### config.mk
export PLATFORM = sky130hd
export DESIGN_NAME = mem_bus_bridge_flat
export DESIGN_NICKNAME = d
export VERILOG_FILES = /design/src/rtl/mem_bus_bridge_if.sv /design/src/rtl/mem_bus_bridge.sv /design/src/flat_wrapper.sv
export SDC_FILE = /design/constraint.sdc
export NUM_CORES = 1
export LEC_CHECK = 0
export ABC_AREA = 1
export CAP_MARGIN = 5
export CORE_ASPECT_RATIO = 0.6
export CORE_MARGIN = 4
export CORE_UTILIZATION = 37
export CTS_BUF_LIST = sky130_fd_sc_hd__clkbuf_8
export CTS_CLUSTER_DIAMETER = 200
export DETAILED_ROUTE_END_ITERATION = 6
export GPL_ROUTABILITY_DRIVEN = 0
export GPL_TIMING_DRIVEN = 0
export PLACE_DENSITY = 0.88
export SLEW_MARGIN = 20
export SYNTH_ARGS = -nofsm -noshare
export SYNTH_HDL_FRONTEND = slang
export SYNTH_SLANG_ARGS = --single-unit
### constraint.sdc
create_clock -name clk -period 1.11 [get_ports clk]
set_input_delay 0.222 -clock clk [delete_from_list [all_inputs] [get_ports clk]]
set_output_delay 0.222 -clock clk [all_outputs]
set_load 0.01 [all_outputs]
### src/rtl/mem_bus_bridge_if.sv
// mem_bus_bridge_if: CPU-side request/response bus of the memory bridge.
interface mem_bus_bridge_if;
    logic        read;
    logic        write;
    logic [31:0] address;
    logic [3:0]  byteenable;
    logic [31:0] writedata;
    logic [31:0] readdata;
    logic        waitrequest;
    modport master (output read, write, address, byteenable, writedata, input readdata, waitrequest);
    modport slave (input read, write, address, byteenable, writedata, output readdata, waitrequest);
endinterface

### src/rtl/mem_bus_bridge.sv
// mem_bus_bridge: stalls CPU bus requests for WAIT_CYCLES, then performs one
// single-cycle access to a synchronous RAM with one-cycle read latency.
module mem_bus_bridge #(
    parameter int WAIT_CYCLES = 2,
    parameter int ADDR_WIDTH  = 10
) (
    input  logic                  clk,
    input  logic                  reset,
    mem_bus_bridge_if.slave       bus,
    output logic                  mem_en,
    output logic [3:0]            mem_we,
    output logic [ADDR_WIDTH-1:0] mem_addr,
    output logic [31:0]           mem_wdata,
    input  logic [31:0]           mem_rdata,
    output logic                  bus_err
);
    typedef enum logic [2:0] {IDLE, WAIT, ACCESS, RESP, DONE} state_t;
    state_t     state;
    logic [3:0] cnt;
    logic       op_wr;
    logic [3:0] be;
    logic       unused_addr;
    assign unused_addr = ^{bus.address[31:ADDR_WIDTH+2], bus.address[1:0]};
    assign bus.waitrequest = (bus.read | bus.write) && state != DONE;
    // mem_addr/mem_wdata double as the transaction latches; mem_en/mem_we are
    // raised on entry to ACCESS so they are registered yet aligned to it.
    always_ff @(posedge clk or negedge reset) begin
        if (!reset) begin
            state        <= IDLE;
            cnt          <= '0;
            op_wr        <= 1'b0;
            be           <= '0;
            bus.readdata <= '0;
            bus_err      <= 1'b0;
            mem_en       <= 1'b0;
            mem_we       <= '0;
            mem_addr     <= '0;
            mem_wdata    <= '0;
        end else begin
            mem_en <= 1'b0;
            mem_we <= '0;
            case (state)
                IDLE: begin
                    if (bus.read ^ bus.write) begin
                        op_wr     <= bus.write;
                        be        <= bus.byteenable;
                        mem_addr  <= bus.address[ADDR_WIDTH+1:2];
                        mem_wdata <= bus.writedata;
                        cnt       <= 4'(WAIT_CYCLES);
                        state     <= WAIT_CYCLES == 0 ? ACCESS : WAIT;
                        mem_en    <= WAIT_CYCLES == 0;
                        mem_we    <= WAIT_CYCLES == 0 && bus.write ? bus.byteenable : 4'h0;
                    end else if (bus.read & bus.write) begin
                        bus_err <= 1'b1;
                        state   <= DONE;
                    end
                end
                WAIT: begin
                    cnt    <= cnt - 4'd1;
                    state  <= cnt == 4'd1 ? ACCESS : WAIT;
                    mem_en <= cnt == 4'd1;
                    mem_we <= cnt == 4'd1 && op_wr ? be : 4'h0;
                end
                ACCESS: state <= op_wr ? DONE : RESP;
                RESP: begin
                    bus.readdata <= mem_rdata;
                    state        <= DONE;
                end
                DONE: state <= IDLE;
                default: state <= IDLE;
            endcase
        end
    end
endmodule
### src/flat_wrapper.sv
// flat-port wrapper written by rule: the top's interface ports become plain ports
module mem_bus_bridge_flat 
#(
    parameter int WAIT_CYCLES = 2,
    parameter int ADDR_WIDTH  = 10
)
  (clk, reset, mem_en, mem_we, mem_addr, mem_wdata, mem_rdata, bus_err, bus_read, bus_write, bus_address, bus_byteenable, bus_writedata, bus_readdata, bus_waitrequest);
  mem_bus_bridge_if bus_i ();
  input  logic clk;
  input  logic reset;
  output logic mem_en;
  output logic [3:0] mem_we;
  output logic [ADDR_WIDTH-1:0] mem_addr;
  output logic [31:0] mem_wdata;
  input  logic [31:0] mem_rdata;
  output logic bus_err;
  input wire logic [$bits(bus_i.read)-1:0] bus_read;
  input wire logic [$bits(bus_i.write)-1:0] bus_write;
  input wire logic [$bits(bus_i.address)-1:0] bus_address;
  input wire logic [$bits(bus_i.byteenable)-1:0] bus_byteenable;
  input wire logic [$bits(bus_i.writedata)-1:0] bus_writedata;
  output wire logic [$bits(bus_i.readdata)-1:0] bus_readdata;
  output wire logic [$bits(bus_i.waitrequest)-1:0] bus_waitrequest;
  assign bus_i.read = bus_read;
  assign bus_i.write = bus_write;
  assign bus_i.address = bus_address;
  assign bus_i.byteenable = bus_byteenable;
  assign bus_i.writedata = bus_writedata;
  assign bus_readdata = bus_i.readdata;
  assign bus_waitrequest = bus_i.waitrequest;
  mem_bus_bridge #(.WAIT_CYCLES(WAIT_CYCLES), .ADDR_WIDTH(ADDR_WIDTH)) u_core (.clk(clk), .reset(reset), .bus(bus_i), .mem_en(mem_en), .mem_we(mem_we), .mem_addr(mem_addr), .mem_wdata(mem_wdata), .mem_rdata(mem_rdata), .bus_err(bus_err));
endmodule
* After elaboration in Yosys (flattened, before gate mapping)
Cells that the tools add are included.
** Storage, ports and cells
- Output and inout bits :: 81
- Latch bits :: 0
- Memory bits (read-only) :: 0
- Input port bits :: 104
- Logic and storage cells :: 39
- Memories kept :: 0
- Memory bits (writable) :: 0
- Register bits :: 92
** Operators by class
- Divide/modulo/power cells :: 0
- Multiplexer cells :: 10
- Add/sub/neg operators :: 1
- Multiply operators :: 0
- Reductions and logical operators :: 7
- Magnitude comparators :: 0
- Shifts and indexed selects :: 0
- Equality and inequality tests :: 7
- Bitwise gates (word level) :: 4
** Operator list (count)
- 4-bit 2-to-1 mux :: 3
- 3-bit case mux with 4 select lines :: 1
- 3-bit 2-to-1 mux :: 3
- 4-bit case mux with 2 select lines :: 1
- 3-bit by 2-bit equality test with 1-bit output (second input constant) :: 2
- 4-bit by 1-bit equality test with 1-bit output (second input constant) :: 1
- 2-bit AND reduction :: 2
- 4-bit by 1-bit subtractor with 4-bit output (second input constant) :: 1
- 3-bit by 1-bit equality test with 1-bit output (second input constant) :: 1
- 3-bit logical NOT :: 1
- 3-bit by 1-bit inequality test with 1-bit output (second input constant) :: 1
- 3-bit inequality test (second input constant) :: 1
- 3-bit AND reduction :: 1
- 1-bit logical AND :: 2
- 2-bit 2-to-1 mux :: 1
- 2-bit by 1-bit inequality test with 1-bit output (second input constant) :: 1
- 2-bit nonzero test :: 1
- 1-bit AND :: 1
- 1-bit 2-to-1 mux :: 1
- 1-bit inverter :: 1
- 1-bit bitwise OR :: 1
- 1-bit XOR :: 1

* Longest topological paths before layout
- Depth after elaboration :: 4
- Gate-level depth with buffers :: 7
- Mapped depth without buffers :: 7

* Worst setup path before layout
Ideal clock, no wire load.
- Kind :: register -> register
- Start point :: register u_core.state[0]
- End point :: register u_core.cnt[1]
- Library setup time :: 117 ps
- Buffers on the path :: 2
- Path slack :: -76 ps
- Cell stages (with the launch flop) :: 7
- Data arrival time :: 1069 ps
- Clock period less this slack :: 1186 ps
- Data required time :: 993 ps
- Path through :: dfrtp_1 -> nor2_4 -> nand3_4 -> buf_6 -> buf_6 -> nand3_1 -> nand2_1
** Between the ends
- Word-level cells in the longest chain between the ends :: 3
- Elaborated cells between the ends (all ways) :: 6
- Classes of those cells :: eq/ne (2); mux (1); reduce/logical (3)
** RTL lines
- from (decl) :: RTL line mem_bus_bridge.sv:18 : state_t state;
- from (signal assigned) :: RTL line mem_bus_bridge.sv:50 : state <= WAIT_CYCLES == 0 ? ACCESS : WAIT;
- from (signal assigned) :: RTL line mem_bus_bridge.sv:60 : state <= cnt == 4'd1 ? ACCESS : WAIT;
- from (signal assigned) :: RTL line mem_bus_bridge.sv:64 : ACCESS: state <= op_wr ? DONE : RESP;
- 3-bit logical NOT / 3-bit by 1-bit equality test with 1-bit output (equally long branches) :: RTL line mem_bus_bridge.sv:42 : case (state)
- 2-bit by 1-bit inequality test with 1-bit output (no source line) / 2-bit nonzero test (equally long branches)
- 2-bit AND reduction (no source line)
- to (signal assigned) :: RTL line mem_bus_bridge.sv:49 : cnt <= 4'(WAIT_CYCLES);
- to (signal assigned) :: RTL line mem_bus_bridge.sv:59 : cnt <= cnt - 4'd1;
- to (decl) :: RTL line mem_bus_bridge.sv:19 : logic [3:0] cnt;
Several ways; a longest one is shown, not always the timed one.
A chain may end at the register's enable or synchronous reset.

* Worst setup path after layout
- Start point :: register u_core.state[1]
- End point :: output port bus_waitrequest
** Between the ends
- Word-level cells in the longest chain between the ends :: 2
** RTL lines
- 3-bit inequality test :: RTL line mem_bus_bridge.sv:24 : assign bus.waitrequest = (bus.read | bus.write) && state != DONE;
- 1-bit logical AND :: RTL line mem_bus_bridge.sv:24
- to (decl) :: RTL line flat_wrapper.sv:23 : output wire logic [$bits(bus_i.waitrequest)-1:0] bus_waitrequest;
No other way between the ends.

==> results.md <==
- Post-synth top cells: dfrtp_1, nand2_1, inv_1
- WL met2: 4.81 mm
- Unrepaired setup endpoints after global routing: true
- Top_reg_cell synth: dfrtp_1
- Clock power frac: 0.137
- DR pass1 iterations: 4
- # fillers: 804
- TNS Setup: -10.23 ns
- Simple logic cell fraction of the synthesized area: 0.127
- Min-Delay Path Class: primary input to async pin
- Compound-cell area share of the yosys netlist: 0.118
- Reg-to-Reg End: u_core.cnt[1]
- Seq pwr share: 0.399
- Post-DP HPWL: 7.77 mm
- I/O Pins: 185
- # nets final: 711
- Final Skew: 0.00906 ns
- Clk sink count: 92
- WL met1: 4.27 mm
- Worst r2r src: u_core.state[1]
- Top sig layer: met4
- Buffer depth of the longest clock path: 2
- Crit share post-route: 1.19
- Initial Utilization: 0.391
- Synth Area in XOR/XNOR: 0.00237
- Post-synth ARST share: 1.00
- Final wirelength: 10.2 mm
- Placed insts: 695
- Max-capacitance violation count: 0
- Critical Path RT: 0.89 ns
- Via count: 3,273
- Post-synth top area share: 0.624
- Row count: 27
- Seq/Total Area, Yosys: 0.624
- Final setup margin: -0.209 ns
- Failing checks: negative setup slack
- All-layer global routing usage: 0.183
- Largest family of logic cells by synthesized area: simple AND/OR/NAND/NOR gates
- Pwr Density: 2590 mW/mm^2
- H-Tree Depth: 3
- Post-synth EDFFs: 0
- Critical Path Source: u_core.state[1]
- Run status: finished with violations
- Warnings from Yosys: 0
- # setup viols final: 102
- Skew-Pair Late Insertion Delay: 0.35 ns
- Diode count: 0
- Pint: 9.25 mW
- Die H: 85.4 microns
- Syn Std Cell Area: 0.00369 sq mm
- Final ANT Viol Nets: 0
- Multi-input logic area: 995 sq um
- Post-Synthesis Cells: 402
- Vias in the first global route: 3,440
- Count leader, synth: dfrtp_1
- Reported net switching power: 5.60 mW
- Syn Area/Cell: 9.18 sq um
- Net Sw Frac: 0.377
- CP endpoint kind: output port
- DR WL/cell: 13.9 microns
- Normalized max-slew margin: 0.760
- DRC marker count from the first detailed-route iteration: 161
- CTS tree: built
- Startpoint type of the worst setup path: flop
- Layout cells sized above 1: 0.252
- Crit path DAT: 1.10 ns
- Area delta synth->final: 55.2%
- Largest net degree at the start of global routing: 57
- First-pass GRT wire length: 16.8 mm
- Gate power share: 0.464
- Cells on worst reg2reg path: 6
- Max Clk Rate: 758 MHz
- Critical path peak fanout: 4
- CTS Buf Count: 9
- Fin crit period: 1.32 ns
- DR WL met3: 1.01 mm
- Final hold violation count: 0
- Synthesis-stage register bit count: 92
- GR Overflow Total: 0
- Cell variety after synth: 20
- Worst slew pin tran: 0.360 ns
- Top cells by area, synth: dfrtp_1, o21ai_0, nand2_1
- Register clock-pin slew on the reported worst setup and hold paths: 0.09 ns
- Critical Path Sink: bus_waitrequest
- Dpl ws: -0.830 ns
- CTS root buffer: clkbuf_8
- CP Class: flop to output port
- Reg-to-reg setup timing slack: -0.21 ns
- DIE AREA: 0.0117 sq mm
- Leading area contributor after synthesis: dfrtp_1
- VDD IR max: 0.00154 V
- Post-Synth Adder-Cell Area: 0.0136
- Syn nets: 510
- Reg area: 0.00230 sq mm
- Leakage: 3.08 nW
- DIE WIDTH: 137 microns
- Buffers on Ports: 162
- Final cell count without fillers: 738
- Std-Cell Core Area: 0.00943 sq mm
- Drt drc: 0
- Mux cell area share after synthesis: 0
- Initial antenna violation count: 0
- Vias per inst: 4.43
- Slew Viols, Final: 0
==> how the worst min path moves through the flow <==
stage / endpoint / slack (ns)
floorplan: u_core.be[0] / -0.07
global placement: u_core.mem_wdata[16] / 0.46
detailed placement: u_core.bus.readdata[5] / 0.23
CTS: u_core.op_wr / 0.32
global route: u_core.mem_we[2] / 0.34
finish: u_core.mem_we[2] / 0.34
==> cell type report <==
| cell class | count | area share |
|---|---|---|
| Clock inverter | 6 | 0.00721 |
| Tap cell | 130 | 0.0284 |
| Timing Repair Buffer | 190 | 0.283 |
| Buffer | 17 | 0.0227 |
| Multi-Input combinational cell | 204 | 0.174 |
| Clock buffer | 10 | 0.0240 |
| Sequential cell | 92 | 0.402 |
| Inverter | 89 | 0.0583 |
==> repair_timing <==
item                                   CTS  global route
resized for setup                      384            21
cloned                                   0             0
setup endpoints to repair              172           227
endpoints found under the hold margin   36             0
buffers inserted                        26             0
pin swaps                                1             0
hold buffers                             1             0
==> power groups by stage <==
stage / Clock, mW / Combinational [mW] / Sequential [mW]
after detailed placement: 0 / 6.94 / 5.93
after global routing: 2.28 / 7.67 / 6.14
after global placement: 0 / 6.67 / 5.83
after CTS: 2.12 / 6.76 / 5.87
final: 2.04 / 6.89 / 5.92
after floorplan: 0 / 2.31 / 6.45
==> metal layers <==
layer / up-vias / track usage
met5: - / 0
met4: 0 / 0.0498
met3: 13 / 0.0800
met2: 118 / 0.302
met1: 1526 / 0.220
li1: 1616 / -
==> cell families after synthesis <==
kind of cell | count (synthesis)
AO/OA/AOI/OAI | 85
buffers and inverters | 106
XOR/XNOR | 1
adder cells (fa/ha/maj) | 4
flip-flops | 92
AND/OR/NAND/NOR | 114
==> state kept, by name (all words and copies together), names as in the netlist <==
register,count
u_core.op_wr,1
u_core.be,4
u_core.bus.readdata,32
u_core.bus_err,1
u_core.mem_en,1
u_core.cnt,4
u_core.mem_we,4
u_core.mem_addr,10
u_core.state,3
u_core.mem_wdata,32
==> critical path, cell delays in order (launching register included) <==
cell and delay (ns):
dfrtp_1 0.41, nor2_1 0.06, a21oi_1 0.12, buf_2 0.16
==> stage by stage <==
stage,hold WS [ns],util,instance area [sq um],total power [mW]
finish,0.336,0.608,5730,14.8
global route,0.342,0.608,5730,16.1
CTS,0.320,0.599,5650,14.7
detailed placement,0.227,0.585,5520,12.9
global placement,0.465,0.583,5490,12.5
floorplan,-0.0736,-,3710,8.76
==> cell usage in the layout (no fill, tap or decap), types with 3 or more instances in the layout <==
master / synthesis / routed
buf_2: 7 / 57
buf_4: 1 / 30
buf_6: 2 / 32
clkbuf_4: 0 / 3
clkbuf_8: 0 / 11
clkdlybuf4s50_1: 0 / 78
dfrtp_1: 92 / 91
ha_1: 4 / 3
inv_1: 89 / 89
nand2_1: 90 / 90
nand3_1: 10 / 8
nor2_1: 10 / 9
o21ai_0: 74 / 50
o21ai_1: 6 / 28
No activity file was read; power rests on OpenSTA's default activity.
